--- src/rtl/dmem_arbiter_if.sv ---
`default_nettype none
// ============================================================================
// Module      : dmem_arbiter_if
// Description : Bundles the MEM-stage request, external debug/DMA port and
//               memory-side req/ack bus of the data-memory arbiter.
//               The "master" modport is the arbiter's view: it masters the
//               memory bus and serves both requesters. The "slave" modport is
//               the surrounding environment (pipeline, external agent, memory).
// Revision    : 1.0 - initial release
// ============================================================================
interface dmem_arbiter_if #(
    parameter int AW = 32,
    parameter int DW = 32
);
    // MEM-stage requester
    logic          cpu_req;
    logic          cpu_we;
    logic [AW-1:0] cpu_addr;
    logic [DW-1:0] cpu_wdata;
    logic [DW-1:0] cpu_rdata;
    logic          stall_m;
    // external requester
    logic          ext_req;
    logic          ext_we;
    logic [AW-1:0] ext_addr;
    logic [DW-1:0] ext_wdata;
    logic [DW-1:0] ext_rdata;
    logic          ext_ack;
    // memory side
    logic          mem_req;
    logic          mem_we;
    logic [AW-1:0] mem_addr;
    logic [DW-1:0] mem_wdata;
    logic [DW-1:0] mem_rdata;
    logic          mem_ack;
    // status
    logic          err;

    modport master (
        input  cpu_req, cpu_we, cpu_addr, cpu_wdata,
        output cpu_rdata, stall_m,
        input  ext_req, ext_we, ext_addr, ext_wdata,
        output ext_rdata, ext_ack,
        output mem_req, mem_we, mem_addr, mem_wdata,
        input  mem_rdata, mem_ack,
        output err
    );

    modport slave (
        output cpu_req, cpu_we, cpu_addr, cpu_wdata,
        input  cpu_rdata, stall_m,
        output ext_req, ext_we, ext_addr, ext_wdata,
        input  ext_rdata, ext_ack,
        input  mem_req, mem_we, mem_addr, mem_wdata,
        output mem_rdata, mem_ack,
        input  err
    );
endinterface
`default_nettype wire

--- src/rtl/dmem_arbiter.sv ---
`default_nettype none
// ============================================================================
// Module      : dmem_arbiter
// Description : Shares a single-port data memory between the pipeline MEM
//               stage and an external debug/DMA port over a variable-latency
//               req/ack memory bus. CPU has fixed priority; a starvation
//               counter forces the external port after STARVE_LIMIT
//               contended CPU grants.
//               Optional macro DMEM_TIMEOUT_EN: abandon an access after
//               TIMEOUT_CYCLES without mem_ack, return 32'hDEAD_BEEF and
//               pulse err.
// Revision    : 1.0 - initial release
// ============================================================================
module dmem_arbiter #(
    parameter int AW             = 32,
    parameter int DW             = 32,
    parameter int STARVE_LIMIT   = 4,
    parameter int TIMEOUT_CYCLES = 64
) (
    input  wire logic           clk,
    input  wire logic           reset,
    dmem_arbiter_if.master      bus
);

    typedef enum logic [1:0] {
        S_IDLE     = 2'd0,
        S_CPU_BUSY = 2'd1,
        S_EXT_BUSY = 2'd2
    } state_t;

    localparam logic [3:0]    c_STARVE_LIM = 4'(STARVE_LIMIT);
    localparam logic [DW-1:0] c_TMO_DATA   = DW'(32'hDEAD_BEEF);

    state_t        r_state, w_state_nxt;
    logic          r_mem_req, w_mem_req_nxt;
    logic          r_mem_we, w_mem_we_nxt;
    logic [AW-1:0] r_mem_addr, w_mem_addr_nxt;
    logic [DW-1:0] r_mem_wdata, w_mem_wdata_nxt;
    logic [DW-1:0] r_cpu_rdata, w_cpu_rdata_nxt;
    logic [DW-1:0] r_ext_rdata, w_ext_rdata_nxt;
    logic          r_cpu_done, w_cpu_done_nxt;
    logic          r_ext_done, w_ext_done_nxt;
    logic [3:0]    r_starve_cnt, w_starve_nxt;

    logic          w_cpu_elig;
    logic          w_ext_elig;
    logic          w_fin;       // access ends this cycle
    logic          w_fin_load;  // owner's rdata register is updated
    logic [DW-1:0] w_fin_data;

`ifdef DMEM_TIMEOUT_EN
    localparam int            c_TMO_W    = $clog2(TIMEOUT_CYCLES + 1);
    localparam logic [c_TMO_W-1:0] c_TMO_LAST = c_TMO_W'(TIMEOUT_CYCLES - 1);
    logic [c_TMO_W-1:0] r_tmo_cnt, w_tmo_nxt;
    logic               r_err, w_err_nxt;
`endif

    // A request that completed last cycle is still asserted in its done
    // cycle; masking it here prevents granting it a second time.
    assign w_cpu_elig = bus.cpu_req & ~r_cpu_done;
    assign w_ext_elig = bus.ext_req & ~r_ext_done;

    // Next-state, grant selection and completion handling
    always_comb begin
        w_state_nxt     = r_state;
        w_mem_req_nxt   = r_mem_req;
        w_mem_we_nxt    = r_mem_we;
        w_mem_addr_nxt  = r_mem_addr;
        w_mem_wdata_nxt = r_mem_wdata;
        w_cpu_rdata_nxt = r_cpu_rdata;
        w_ext_rdata_nxt = r_ext_rdata;
        w_cpu_done_nxt  = 1'b0;
        w_ext_done_nxt  = 1'b0;
        w_starve_nxt    = r_starve_cnt;
        w_fin           = 1'b0;
        w_fin_load      = ~r_mem_we;
        w_fin_data      = bus.mem_rdata;
`ifdef DMEM_TIMEOUT_EN
        w_tmo_nxt       = '0;
        w_err_nxt       = 1'b0;
`endif

        case (r_state)
            S_IDLE: begin
                if (w_ext_elig && (r_starve_cnt == c_STARVE_LIM)) begin
                    w_state_nxt     = S_EXT_BUSY;
                    w_mem_req_nxt   = 1'b1;
                    w_mem_we_nxt    = bus.ext_we;
                    w_mem_addr_nxt  = bus.ext_addr;
                    w_mem_wdata_nxt = bus.ext_wdata;
                    w_starve_nxt    = 4'd0;
                end else if (w_cpu_elig) begin
                    w_state_nxt     = S_CPU_BUSY;
                    w_mem_req_nxt   = 1'b1;
                    w_mem_we_nxt    = bus.cpu_we;
                    w_mem_addr_nxt  = bus.cpu_addr;
                    w_mem_wdata_nxt = bus.cpu_wdata;
                    if (!w_ext_elig) begin
                        w_starve_nxt = 4'd0;
                    end else if (r_starve_cnt != c_STARVE_LIM) begin
                        w_starve_nxt = r_starve_cnt + 4'd1;
                    end
                end else if (w_ext_elig) begin
                    w_state_nxt     = S_EXT_BUSY;
                    w_mem_req_nxt   = 1'b1;
                    w_mem_we_nxt    = bus.ext_we;
                    w_mem_addr_nxt  = bus.ext_addr;
                    w_mem_wdata_nxt = bus.ext_wdata;
                    w_starve_nxt    = 4'd0;
                end
            end
            S_CPU_BUSY, S_EXT_BUSY: begin
                if (bus.mem_ack) begin
                    w_fin = 1'b1;
`ifdef DMEM_TIMEOUT_EN
                end else if (r_tmo_cnt == c_TMO_LAST) begin
                    // mem_ack in this same cycle would have won above
                    w_fin      = 1'b1;
                    w_fin_load = 1'b1;
                    w_fin_data = c_TMO_DATA;
                    w_err_nxt  = 1'b1;
                end else begin
                    w_tmo_nxt = r_tmo_cnt + 1'b1;
`endif
                end
            end
            default: begin
                w_state_nxt   = S_IDLE;
                w_mem_req_nxt = 1'b0;
            end
        endcase

        if (w_fin) begin
            w_state_nxt   = S_IDLE;
            w_mem_req_nxt = 1'b0;
            if (r_state == S_CPU_BUSY) begin
                w_cpu_done_nxt = 1'b1;
                if (w_fin_load) begin
                    w_cpu_rdata_nxt = w_fin_data;
                end
            end else begin
                w_ext_done_nxt = 1'b1;
                if (w_fin_load) begin
                    w_ext_rdata_nxt = w_fin_data;
                end
            end
        end
    end

    // State and datapath registers; reset abandons any access in flight
    always_ff @(posedge clk or posedge reset) begin
        if (reset) begin
            r_state      <= S_IDLE;
            r_mem_req    <= 1'b0;
            r_mem_we     <= 1'b0;
            r_mem_addr   <= '0;
            r_mem_wdata  <= '0;
            r_cpu_rdata  <= '0;
            r_ext_rdata  <= '0;
            r_cpu_done   <= 1'b0;
            r_ext_done   <= 1'b0;
            r_starve_cnt <= 4'd0;
        end else begin
            r_state      <= w_state_nxt;
            r_mem_req    <= w_mem_req_nxt;
            r_mem_we     <= w_mem_we_nxt;
            r_mem_addr   <= w_mem_addr_nxt;
            r_mem_wdata  <= w_mem_wdata_nxt;
            r_cpu_rdata  <= w_cpu_rdata_nxt;
            r_ext_rdata  <= w_ext_rdata_nxt;
            r_cpu_done   <= w_cpu_done_nxt;
            r_ext_done   <= w_ext_done_nxt;
            r_starve_cnt <= w_starve_nxt;
        end
    end

`ifdef DMEM_TIMEOUT_EN
    // Wait-for-ack counter and one-cycle timeout pulse
    always_ff @(posedge clk or posedge reset) begin
        if (reset) begin
            r_tmo_cnt <= '0;
            r_err     <= 1'b0;
        end else begin
            r_tmo_cnt <= w_tmo_nxt;
            r_err     <= w_err_nxt;
        end
    end

    assign bus.err = r_err;
`else
    // No timeout logic: the comparison is constant-false for any legal
    // TIMEOUT_CYCLES, so err is tied low.
    assign bus.err = (TIMEOUT_CYCLES < 0);
`endif

    assign bus.mem_req   = r_mem_req;
    assign bus.mem_we    = r_mem_we;
    assign bus.mem_addr  = r_mem_addr;
    assign bus.mem_wdata = r_mem_wdata;
    assign bus.cpu_rdata = r_cpu_rdata;
    assign bus.ext_rdata = r_ext_rdata;
    assign bus.ext_ack   = r_ext_done;
    // Covers both waiting for grant and in flight; falls in the done cycle
    assign bus.stall_m   = bus.cpu_req & ~r_cpu_done;

endmodule
`default_nettype wire

--- src/flat_wrapper.sv ---
// flat-port wrapper written by rule: the top's interface ports become plain ports
module dmem_arbiter_flat 
#(
    parameter int AW             = 32,
    parameter int DW             = 32,
    parameter int STARVE_LIMIT   = 4,
    parameter int TIMEOUT_CYCLES = 64
)
  (clk, reset, bus_cpu_req, bus_cpu_we, bus_cpu_addr, bus_cpu_wdata, bus_cpu_rdata, bus_stall_m, bus_ext_req, bus_ext_we, bus_ext_addr, bus_ext_wdata, bus_ext_rdata, bus_ext_ack, bus_mem_req, bus_mem_we, bus_mem_addr, bus_mem_wdata, bus_mem_rdata, bus_mem_ack, bus_err);
  dmem_arbiter_if #(.AW(AW), .DW(DW)) bus_i ();
  input  wire logic clk;
  input  wire logic reset;
  input wire logic [$bits(bus_i.cpu_req)-1:0] bus_cpu_req;
  input wire logic [$bits(bus_i.cpu_we)-1:0] bus_cpu_we;
  input wire logic [$bits(bus_i.cpu_addr)-1:0] bus_cpu_addr;
  input wire logic [$bits(bus_i.cpu_wdata)-1:0] bus_cpu_wdata;
  output wire logic [$bits(bus_i.cpu_rdata)-1:0] bus_cpu_rdata;
  output wire logic [$bits(bus_i.stall_m)-1:0] bus_stall_m;
  input wire logic [$bits(bus_i.ext_req)-1:0] bus_ext_req;
  input wire logic [$bits(bus_i.ext_we)-1:0] bus_ext_we;
  input wire logic [$bits(bus_i.ext_addr)-1:0] bus_ext_addr;
  input wire logic [$bits(bus_i.ext_wdata)-1:0] bus_ext_wdata;
  output wire logic [$bits(bus_i.ext_rdata)-1:0] bus_ext_rdata;
  output wire logic [$bits(bus_i.ext_ack)-1:0] bus_ext_ack;
  output wire logic [$bits(bus_i.mem_req)-1:0] bus_mem_req;
  output wire logic [$bits(bus_i.mem_we)-1:0] bus_mem_we;
  output wire logic [$bits(bus_i.mem_addr)-1:0] bus_mem_addr;
  output wire logic [$bits(bus_i.mem_wdata)-1:0] bus_mem_wdata;
  input wire logic [$bits(bus_i.mem_rdata)-1:0] bus_mem_rdata;
  input wire logic [$bits(bus_i.mem_ack)-1:0] bus_mem_ack;
  output wire logic [$bits(bus_i.err)-1:0] bus_err;
  assign bus_i.cpu_req = bus_cpu_req;
  assign bus_i.cpu_we = bus_cpu_we;
  assign bus_i.cpu_addr = bus_cpu_addr;
  assign bus_i.cpu_wdata = bus_cpu_wdata;
  assign bus_cpu_rdata = bus_i.cpu_rdata;
  assign bus_stall_m = bus_i.stall_m;
  assign bus_i.ext_req = bus_ext_req;
  assign bus_i.ext_we = bus_ext_we;
  assign bus_i.ext_addr = bus_ext_addr;
  assign bus_i.ext_wdata = bus_ext_wdata;
  assign bus_ext_rdata = bus_i.ext_rdata;
  assign bus_ext_ack = bus_i.ext_ack;
  assign bus_mem_req = bus_i.mem_req;
  assign bus_mem_we = bus_i.mem_we;
  assign bus_mem_addr = bus_i.mem_addr;
  assign bus_mem_wdata = bus_i.mem_wdata;
  assign bus_i.mem_rdata = bus_mem_rdata;
  assign bus_i.mem_ack = bus_mem_ack;
  assign bus_err = bus_i.err;
  dmem_arbiter #(.AW(AW), .DW(DW), .STARVE_LIMIT(STARVE_LIMIT), .TIMEOUT_CYCLES(TIMEOUT_CYCLES)) u_core (.clk(clk), .reset(reset), .bus(bus_i));
endmodule
--- config.mk ---
export PLATFORM = sky130hd
export DESIGN_NAME = dmem_arbiter_flat
export DESIGN_NICKNAME = d
export VERILOG_FILES = /design/src/rtl/dmem_arbiter_if.sv /design/src/rtl/dmem_arbiter.sv /design/src/flat_wrapper.sv
export SDC_FILE = /design/constraint.sdc
export NUM_CORES = 1
export LEC_CHECK = 0
export BUFFER_PORTS_ARGS = -buffer_cell sky130_fd_sc_hd__buf_2
export CAP_MARGIN = 20
export CORE_UTILIZATION = 46
export DETAILED_ROUTE_END_ITERATION = 7
export PLACE_DENSITY_LB_ADDON = 0.05
export SLEW_MARGIN = 20
export SYNTH_ARGS = -nofsm -noshare
export SYNTH_HDL_FRONTEND = slang
export SYNTH_SLANG_ARGS = --single-unit
--- constraint.sdc ---
create_clock -name clk -period 6.1 [get_ports clk]
set_input_delay 0.915 -clock clk [delete_from_list [all_inputs] [get_ports clk]]
set_output_delay 0.915 -clock clk [all_outputs]
set_load 0.01 [all_outputs]
Word-level counts from Yosys, hierarchy flattened --
Cells that the tools add are included.
Storage, ports and cells: input port bits 167, bits in registers 138, output and inout port bits 133, word-level logic and storage cells 63
Operators by class: equality and inequality tests 7, add/sub/neg operators 1, bitwise gates (word level) 6, reductions and logical operators 9, muxes and demuxes 30
Operators by type and width (count):
- $mux 32 | 6
- $mux 4 | 5
- $mux 1 | 13
- $reduce_and 3->1 | 3
- $mux 2 | 4
- $ne 5x2->1 const B | 1
- $add 4x1->4 const B | 1
- $eq 4x3->1 const B | 1
- $ne 4x3->1 const B | 1
- $ne 4x4->1 const B | 1
- $not 1->1 | 4
- $pmux 2 s2 | 1
- $reduce_and 2->1 | 2
- $reduce_bool 3->1 | 1
- $and 1x1->1 | 2
- $eq 2x1->1 const B | 1
- $eq 2x2->1 const B | 1
- $logic_not 2->1 | 1
- $ne 2x1->1 const B | 1
- $pmux 1 s2 | 1
- $reduce_or 2->1 | 1
- $logic_and 1x1->1 | 1

Longest topological paths before layout --
depth after elaboration 7, mapped depth 8, gate-level depth less buffers 5

Least setup slack after synthesis --
No wires, ideal clock.
path kind input -> output, from input port bus_cpu_req, to output port bus_stall_m, path slack 3.826 ns, buffers on the path 1, cell stages on the path 3, required time 5.185 ns, arrival time 1.359 ns, cells stage by stage nand2b_4 -> inv_2 -> clkbuf_1
On the way: word-level cells in the longest chain between the ends 1
RTL lines:
- start, declared | line flat_wrapper.sv:13 | input wire logic [$bits(bus_i.cpu_req)-1:0] bus_cpu_req;
- $and 1x1->1 | line dmem_arbiter.sv:204 | assign bus.stall_m = bus.cpu_req & ~r_cpu_done;
- end, declared | line flat_wrapper.sv:18 | output wire logic [$bits(bus_i.stall_m)-1:0] bus_stall_m;
Every way passes these cells.

Final worst setup path --
from input port bus_cpu_req, to register u_core.r_mem_wdata[9] (netlist: u_core.bus.mem_wdata[9])
On the way: word-level cells in the longest chain between the ends 3, elaborated cells between the ends (all ways) 5, classes of those cells mux (2); bitwise (1); reduce/logical (2)
RTL lines:
- $and 1x1->1 (*) | line dmem_arbiter.sv:60 | assign w_cpu_elig = bus.cpu_req & ~r_cpu_done;
- $reduce_bool 3->1 (no line) or $mux 32 (tied branches)
- $reduce_and 2->1 (no line) or $mux 32 (tied branches)
- end signal, assigned | line dmem_arbiter.sv:168 | r_mem_wdata <= w_mem_wdata_nxt;
- end, declared | line dmem_arbiter.sv:38 | logic [DW-1:0] r_mem_wdata, w_mem_wdata_nxt;
Mark *: on every way between the ends. The rest lies on a longest branch, timed or not. A chain may end at the register's enable or synchronous reset.

==> results.md <==
* R2r endpoint: u_core.bus.mem_addr[13]$_DFFE_PP0P_
* CP Capture Point: u_core.bus.mem_wdata[9]$_DFFE_PP0P_
* Initial antenna violation count at 1
* CP arrival at ~3.6 ns
* Power Density at around 520 nW/um^2
* Main combinational cell family by area after synthesis: compound AO/OA/AOI/OAI gates
* Worst Setup Start Kind: primary input
* Clk_lat worst skew at roughly 0.4 ns
* Post-route cell area at 8258 sq um
* Top post-synthesis cells by count: dfrtp_1 (138), nand2_1 (68), a211oi_1 (65), a221o_1 (65), mux2_1 (65)
* Max-cap check violation count at 0
* Synth warnings at 0
* CTS clk-pin slew, worst paths at around 0.060 ns
* Initial core utilization at a little under half
* Drt pass-1 iters at 5
* Reg2Reg Setup Slack at 3.02 ns
* Final hold vios at 0
* Max Slew Vio Count at 0
* GRT Resource Usage Total at between 20 and 30%
* Sequential Power Share at between 30% and 40%
* Mux share of post-synthesis cell area at about an eighth
* Port Buf Inserts at between 200 and 300
* Area of the mapped netlist at around 6200 sq um
* CTS sink count at roughly 140
* Pin count of the biggest net entering global routing at about 90
* Core area at around 13000 sq um
* Net Switching at ~1600 uW
* Setup TNS at 0 ns
* Number of synthesized flops with an enable pin at 0
* Sequential area share after synthesis at approximately 56%
* Final HPWL DP at between 10000 and 15000 um
* Ys async rst share at 100.0%
* Top post-synthesis cells by area: dfrtp_1 (56%), mux2_1 (12%), a221o_1 (11%), a211oi_1 (7.9%), nand2_1 (4.1%)
* First-pass GRT wire length at approximately 27000 um
* Share of cells above drive strength 1 at 44.37%
* FF+latch count, synth at 138
* Crit. Startpoint: bus_cpu_req
* Sw Share at between 30% and 40%
* RSZ-0062 raised after global routing: no
* Core Rows at 42
* Root buffer cell: clkbuf_16
* Final nets at 941
* Vias per cell at around 5.5
* Placed cell area at approximately 7700 sq um
* Outcome: finished clean
* Crit-path max FO at 67
* Crit share post-route at between 50% and 60%
* H-tree depth at 4
* R2R depth at 7
* TritonCTS buffer count at 17
* FMAX at roughly 310 MHz
* Min-delay src: u_core.bus.ext_rdata[17]$_DFFE_PP0P_
* Critical path class: in2reg
* Cell taking the most area after synthesis: dfrtp_1
* Setup crit end kind: register
* Top-area cell type share of the netlist area at 55.75%
* Final ANT Viol Nets at 0
* Syn nets at roughly 670
* Die height at approximately 120 um
* CTS tree: done
* Clock power share at 22.1%
* Worst Clk Skew at ~0.012 ns
* Area Growth Syn to Fin at 33.31%
* Final setup violation count at 0
* Die Wd at between 100 and 150 um
* Layout fillers at about 1100
* WL final at between 15000 and 20000 um
* Count leader, synth: dfrtp_1
* Min Tclk post-route at 3.229 ns
* Syn avg cell area at between 10 and 15 sq um
* Max_slew headroom at approximately a third
* Adder-cell share of the synthesized area at ~1%
* I/O Pins at 300
* Comb power frac at approximately two fifths
* Gate Count Post-Synth at 496
* Compound-Gate Fraction of Synth Area at slightly below 20%
* Worst vdd ir at 0.2239 mV
* Worst slew pin tran at a little under 1 ns
* Post-CTS setup buffer count at 0
* Clock Path Buffers at 2
* Die area at 13930 sq um
* Hold_buf cts at 0
* LEAKAGE at slightly above 0.004 uW
* Post-Synth Simple-Gate Area at between 6 and 7%
* Via count at ~5300
* Initial DRC Count at between 300 and 400
* Count of different cell masters after synthesis at 36
* Grt ovf at 0
* Vias in the first global route at a little over 5000
* Post-Synth XOR/XNOR Area at 0%
* Critical R2R Launch: u_core.r_state[1]$_DFFE_PP0P_
* Hold Crit Class: reg2reg
* Internal power at 2708 uW
* N_diodes at 0
* Crit path required time at approximately 6.4 ns
* Post-CTS Resized at 0
* WL/cell at between 15 and 20 um
* Main synth FF type: dfrtp_1
* Routability cong. at approximately 0.8
* Number of remaining DRC errors at 0
## worst max-delay path, cell delays in order
cell and delay, ns:
buf_2 0.12, nand2b_4 0.10, clkinv_2 0.71, o21ai_4 0.95, buf_4 0.52, a221o_1 0.25
## through the flow
stage / hold slack [ns] / worst slack, ns / util [%] / total power [uW] / std cells
finish: 0.4790 / 2.871 / 62.61 / 4305 / 958
global route: 0.4951 / 2.705 / 62.61 / 4580 / 958
CTS: 0.4821 / 2.932 / 62.60 / 4347 / 958
detailed placement: 0.4695 / 2.763 / 58.40 / 3392 / 926
global placement: 0.4622 / 2.824 / 58.40 / 3334 / 926
floorplan: 0.5027 / 1.489 / - / 2698 / 496
## layout make-up
class | count | area (sq um) | share of cell area, %
repair buffers | 306 | 1551 | 18.79
clock inverters | 14 | 123.9 | 1.500
multi-input cells | 298 | 2444 | 29.59
flip-flops and latches | 138 | 3453 | 41.82
inverters | 8 | 36.28 | 0.4394
well taps | 176 | 220.2 | 2.667
clock buffers | 18 | 429.2 | 5.197
## cells by family after synthesis
logic type | count (synthesis)
other cells | 1
compound gates | 139
mux | 67
simple gates | 86
flops | 138
buf+inv | 60
fa+ha+maj | 5
## worst min path at each step
stage	endpoint	slack, ns	cells past startpoint
after floorplan	u_core.r_state[1]$_DFFE_PP0P_	0.50	2
after CTS	u_core.bus.ext_rdata[17]$_DFFE_PP0P_	0.48	1
after detailed placement	u_core.bus.ext_rdata[17]$_DFFE_PP0P_	0.47	1
final	u_core.bus.ext_rdata[17]$_DFFE_PP0P_	0.48	1
after global routing	u_core.bus.ext_rdata[21]$_DFFE_PP0P_	0.50	1
after global placement	u_core.bus.ext_rdata[26]$_DFFE_PP0P_	0.46	1
## cells in the final DEF, fill, tap and decap left out, types with 4 or more instances in the layout
| cell | count |
|---|---|
| buf_2 | 298 |
| dfrtp_1 | 138 |
| nand2_1 | 68 |
| a211oi_1 | 65 |
| a221o_1 | 65 |
| mux2_1 | 65 |
| clkbuf_16 | 17 |
| buf_4 | 8 |
| inv_1 | 6 |
| clkinv_2 | 5 |
| ha_1 | 4 |
| clkinvlp_4 | 4 |
## routing by layer
metal | vias up | track usage [%] | wire [um] | share of wire (%)
li1 | 2435 | - | - | -
met1 | 2546 | 31.65 | 7023 | 41
met2 | 245 | 42.10 | 8589 | 50
met3 | 33 | 6.395 | 1173 | 6.8
met4 | 2 | 8.333 | 360 | 2.1
met5 | - | 0 | 18 | 0.10
## power by group through the flow
| stage | clock [uW] | combinational (uW) | sequential [uW] |
|---|---|---|---|
| floorplan | 0 | 916 | 1780 |
| global placement | 0 | 1750 | 1590 |
| detailed placement | 0 | 1800 | 1600 |
| CTS | 968 | 1790 | 1590 |
| global route | 1010 | 1920 | 1650 |
| finish | 950 | 1770 | 1590 |
## state kept, by name, summed over array words and instances, names as in the netlist
signal and cells:
u_core.r_state 2, u_core.bus.mem_req 1, u_core.bus.mem_we 1, u_core.bus.ext_ack 1
u_core.bus.cpu_rdata 32, u_core.bus.mem_addr 32, u_core.r_cpu_done 1, u_core.bus.mem_wdata 32
u_core.bus.ext_rdata 32, u_core.r_starve_cnt 4
Note: power is estimated with default switching activity, not from simulation.
